===== src/rtl/noc_out_arb.sv =====
// Packet-atomic round-robin arbiter sharing one outbound AXI-stream port through a 2-entry skid buffer.
// Optional per-requester saturating packet counters are built when NOC_OUT_ARB_STATS_EN is defined.
module noc_out_arb #(
  parameter int unsigned N_REQ  = 2,
  parameter int unsigned DATA_W = 32
) (
  input  logic                      clk_ctrl,
  input  logic                      clk_ctrl_rst_low,
  input  logic [N_REQ-1:0]          in_TVALID,
  input  logic [N_REQ*DATA_W-1:0]   in_TDATA,
  input  logic [N_REQ*DATA_W/8-1:0] in_TKEEP,
  input  logic [N_REQ-1:0]          in_TLAST,
  output logic [N_REQ-1:0]          in_TREADY,
  output logic                      out_TVALID,
  output logic [DATA_W-1:0]         out_TDATA,
  output logic [DATA_W/8-1:0]       out_TKEEP,
  output logic                      out_TLAST,
  input  logic                      out_TREADY,
  output logic [N_REQ-1:0]          grant,
  output logic                      arb_idle
`ifdef NOC_OUT_ARB_STATS_EN
  ,
  output logic [N_REQ*16-1:0]       pkt_cnt,
  input  logic                      stats_clr
`endif
);

  localparam int unsigned KW = DATA_W / 8;
  localparam int unsigned PW = $clog2(N_REQ);
  localparam int unsigned BW = DATA_W + KW + 1;

  typedef enum logic {ARB_IDLE, ARB_BUSY} arb_state_t;

  arb_state_t       r_state;
  logic [PW-1:0]    r_rr_ptr;
  logic [PW-1:0]    r_gidx;
  logic [N_REQ-1:0] r_grant;
  logic [BW-1:0]    r_mem [2];
  logic             r_rd_ptr;
  logic             r_wr_ptr;
  logic [1:0]       r_count;
  logic             r_full;

  logic             w_hit;
  logic [PW-1:0]    w_win;
  logic [PW-1:0]    w_cand;
  logic [BW-1:0]    w_beat;
  logic             w_push;
  logic             w_pop;
  logic [1:0]       w_cnt_nxt;

  // Round-robin search starting one past the previous owner.
  always_comb begin
    w_hit  = 1'b0;
    w_win  = r_rr_ptr;
    w_cand = '0;
    for (int unsigned k = 1; k <= N_REQ; k++) begin
      w_cand = PW'((32'(r_rr_ptr) + k) % N_REQ);
      if (!w_hit && in_TVALID[w_cand]) begin
        w_hit = 1'b1;
        w_win = w_cand;
      end
    end
  end

  always_comb begin
    w_beat = '0;
    for (int unsigned i = 0; i < N_REQ; i++) begin
      if (r_grant[i]) begin
        w_beat = {in_TDATA[i*DATA_W +: DATA_W], in_TKEEP[i*KW +: KW], in_TLAST[i]};
      end
    end
  end

  // Ready depends only on registered state: the grant and the registered full flag.
  assign in_TREADY = r_grant & {N_REQ{~r_full}};
  assign w_push    = |(in_TVALID & in_TREADY);
  assign w_pop     = out_TVALID & out_TREADY;
  assign w_cnt_nxt = r_count + {1'b0, w_push} - {1'b0, w_pop};

  always_ff @(posedge clk_ctrl or negedge clk_ctrl_rst_low) begin
    if (!clk_ctrl_rst_low) begin
      r_state  <= ARB_IDLE;
      r_rr_ptr <= PW'(N_REQ - 1);
      r_gidx   <= '0;
      r_grant  <= '0;
      r_mem[0] <= '0;
      r_mem[1] <= '0;
      r_rd_ptr <= 1'b0;
      r_wr_ptr <= 1'b0;
      r_count  <= '0;
      r_full   <= 1'b0;
    end else begin
      case (r_state)
        ARB_IDLE: begin
          if (w_hit) begin
            r_grant <= N_REQ'(1) << w_win;
            r_gidx  <= w_win;
            r_state <= ARB_BUSY;
          end
        end
        ARB_BUSY: begin
          if (w_push && w_beat[0]) begin
            r_rr_ptr <= r_gidx;
            r_grant  <= '0;
            r_state  <= ARB_IDLE;
          end
        end
        default: r_state <= ARB_IDLE;
      endcase
      if (w_push) begin
        r_mem[r_wr_ptr] <= w_beat;
        r_wr_ptr        <= ~r_wr_ptr;
      end
      if (w_pop) begin
        r_rd_ptr <= ~r_rd_ptr;
      end
      r_count <= w_cnt_nxt;
      r_full  <= (w_cnt_nxt == 2'd2);
    end
  end

  assign out_TVALID = (r_count != 2'd0);
  assign {out_TDATA, out_TKEEP, out_TLAST} = r_mem[r_rd_ptr];
  assign grant      = r_grant;
  assign arb_idle   = (r_state == ARB_IDLE) && (r_count == 2'd0);

`ifdef NOC_OUT_ARB_STATS_EN
  logic [N_REQ*16-1:0] r_pkt_cnt;

  always_ff @(posedge clk_ctrl or negedge clk_ctrl_rst_low) begin
    if (!clk_ctrl_rst_low) begin
      r_pkt_cnt <= '0;
    end else if (stats_clr) begin
      r_pkt_cnt <= '0;
    end else begin
      for (int unsigned i = 0; i < N_REQ; i++) begin
        if (in_TVALID[i] && in_TREADY[i] && in_TLAST[i] &&
            (r_pkt_cnt[i*16 +: 16] != 16'hFFFF)) begin
          r_pkt_cnt[i*16 +: 16] <= r_pkt_cnt[i*16 +: 16] + 16'd1;
        end
      end
    end
  end

  assign pkt_cnt = r_pkt_cnt;
`endif

endmodule


===== config.mk =====
export PLATFORM = sky130hd
export DESIGN_NAME = noc_out_arb
export DESIGN_NICKNAME = d
export VERILOG_FILES = /design/src/rtl/noc_out_arb.sv
export SDC_FILE = /design/constraint.sdc
export NUM_CORES = 1
export LEC_CHECK = 0
export CORE_MARGIN = 2
export CORE_UTILIZATION = 57
export DETAILED_ROUTE_END_ITERATION = 7
export DONT_BUFFER_PORTS = 1
export PLACE_DENSITY = 0.73
export SLEW_MARGIN = 20
export SYNTH_ARGS = -nofsm -noshare
export SYNTH_HDL_FRONTEND = slang
export SYNTH_SLANG_ARGS = --single-unit

===== constraint.sdc =====
create_clock -name clk_ctrl -period 1.7 [get_ports clk_ctrl]
set_input_delay 0.17 -clock clk_ctrl [delete_from_list [all_inputs] [get_ports clk_ctrl]]
set_output_delay 0.17 -clock clk_ctrl [all_outputs]
set_load 0.02 [all_outputs]

==> out/results.tsv <==
metric	value	unit
dp_hpwl	5.19	mm
cts-htree-levels	3	
pre_cts_ws	-0.0748	ns
vias	2413	
crit-reg2reg-launch	grant[0]	
hp-class	input pin to async pin	
area_delta_synth_final	12.6	%
synth-async-reset-ratio	1.00	
die_area	7810	um^2
syn-mean-instance-area	14.2	um^2
regArea	2110	um^2
slew_violations	0	
netlist_top_cells_area	dfrtp_1, mux2_2, a22o_1	
place_inst	382	
rsz0062_at_grt	true	
die_width	88.4	um
syn_area	4060	um^2
core	6830	um^2
clk_latency	0.34	ns
rr_endpoint	r_full	
multi_input_area	1900	um^2
crit_path_max_incr_delay	0.42	ns
ys_ff_latch	84	
fillCellCount	531	
fin_setup_tns	-0.0487	ns
grt_overflow	0	
cap_violations	0	
ctsHoldBuffers	2	
place_area	4290	um^2
syn_nets	367	
p_leak	2.11	nW
final-setup-viol-count	1	
layoutNonFillerInstCount	406	
hold_viol	84	
drc	0	
fin_crit	1.75	ns
startpoint	grant[0]	
cts_root_buffer	clkbuf_8	
diodes	0	
design_area	4570	um^2
yosysSeqAreaShare	0.518	
cp_common_cell	ha_4	
synthCells	286	
io_buffers	0	
crit_required	1.97	ns
layout-drive-gt1-share	0.539	
io_pins	122	
critPathSlowestCell	dfrtp_2	
worstPathMaxFanout	4	
layout.nets	386	
clock_path_buffers	2	
p_per_area	2070	nW/um^2
end_kind	flip-flop	
viasPerCell	5.94	
die_y	88.4	um
yosysTopAreaCellShare	0.512	
grt_usage	0.211	
ys_warn_count	0	
worst_slack	-0.0487	ns
worstSetupPathType	flip-flop to flip-flop	
fin_crit_sh	1.03	
numCtsBuffers	9	
ff2ff_path_depth	8	
fin_util	0.669	
arrival	2.02	ns
drt_iter0_markers	74	
gp_congestion	0.757	
rows	30	
cp_cell_sequence	a22oi_4 -> or2_4 -> ha_4 -> inv_2 -> ha_4 -> xnor2_2 -> xnor2_1 -> nor2b_1	
synth_largest_area_cell	dfrtp_1	
grt_max_degree	85	
violations	hold timing, setup timing	
synth-edff-count	0	
fmax	572	MHz
grt_first_pass_wirelength	12.3	mm
peakVddDrop	1.03	mV
power	9.45	mW
clk_pin_slew	0.08	ns
finClkSkew	0.00660	ns
ant_nets	0	
dr.pass1.iters	4	
wire_per_inst	20.6	um
grt_pass1_vias	2516	
synth.top_cells.by_count	mux2_2, dfrtp_1, a22o_1	
clkSinkCount	84	
r2r_setup_slack	-0.05	ns
drt_wl_total	8.35	mm
antenna_found_initial	0	
yosysUniqueCellTypes	30	
start_util	0.594	
outcome	complete, but fails checks	
slew_headroom	0.619	
tritoncts	done	
ys.flop_type	dfrtp_1	
worstMarginPinSlew	0.571	ns
synth.most_common_cell	mux2_2	
whs	-0.487	ns
worstSetupStartpointType	flip-flop	
worst max path at each step:
stage	end	slack, ns	cells after the start
floorplan	r_full	-0.08	8
global placement	r_full	-0.01	8
detailed placement	r_full	-0.07	8
CTS	r_full	-0.06	8
global route	r_full	-0.16	8
finish	r_full	-0.05	8
timing repair:
| action | CTS | global route |
|---|---|---|
| resized for setup | 0 | 7 |
| setup buffers | 1 | 3 |
| pin swaps | 3 | 1 |
| gates cloned | 0 | 2 |
| endpoints found under the hold margin | 85 | 84 |
| setup endpoints to repair | 5 | 77 |
state kept, by name, summed over array words and instances (netlist names):
register  cells
r_wr_ptr      1
r_count       2
r_gidx        1
r_rd_ptr      1
r_full        1
r_mem        74
r_state       1
grant         2
r_rr_ptr      1
per-layer routing:
layer | vias up | part of all wire | GRT usage
met5 | - | 0 | 0
met4 | 0 | 0.017 | 0.0923
met3 | 13 | 0.058 | 0.0476
met2 | 83 | 0.48 | 0.347
met1 | 1221 | 0.45 | 0.269
li1 | 1096 | - | -
logic make-up (layout without fill, tap and decap cells):
group,Yosys count,in the layout,share of synthesized area
AO/OA/AOI/OAI,44,44,0.0998
XOR/XNOR,4,4,0.00863
adder cells (fa/ha/maj),2,2,0.00616
buffers and inverters,23,46,0.0314
flip-flops,84,84,0.518
multiplexers,112,112,0.311
AND/OR/NAND/NOR,17,18,0.0253
cell usage in the layout (no fill, tap or decap), types with 2 or more instances in the layout:
cell type / count
dfrtp_2: 3
nor2b_1: 3
mux2_2: 110
buf_4: 20
or2_4: 2
nand2_1: 4
buf_12: 2
nor2b_4: 2
ha_4: 2
mux2_1: 2
clkbuf_8: 9
xnor2_1: 2
clkinv_4: 2
inv_1: 3
a22o_1: 36
o21ai_0: 2
dfrtp_1: 80
buf_6: 2
clkinv_2: 2
dlygate4sd3_1: 2
critical path, delay by kind of cell (launching register included):
kind | cells | cell delay [ns]
buffers and inverters | 1 | 0.03
DFF | 1 | 0.42
adders and majority gates | 2 | 0.41
AOI/OAI and AO/OA | 1 | 0.09
and+or+nand+nor | 2 | 0.42
xor gates and xnor gates | 2 | 0.30
where the power goes:
group	total (mW)	switching [mW]	internal, mW	leakage (nW)
Combinational	4.63	2.41	2.23	0.936
Clock	1.39	0.715	0.680	0.0962
Sequential	3.43	0.463	2.97	1.08
cell type report:
| cell class | count | area share |
|---|---|---|
| clock buffer | 10 | 0.0279 |
| clock inverter | 6 | 0.0142 |
| sequential | 84 | 0.461 |
| tap | 96 | 0.0263 |
| multi-input combinational | 180 | 0.417 |
| timing repair buffer | 26 | 0.0509 |
| inverter | 4 | 0.00328 |
(Power assumes the default switching activity.)
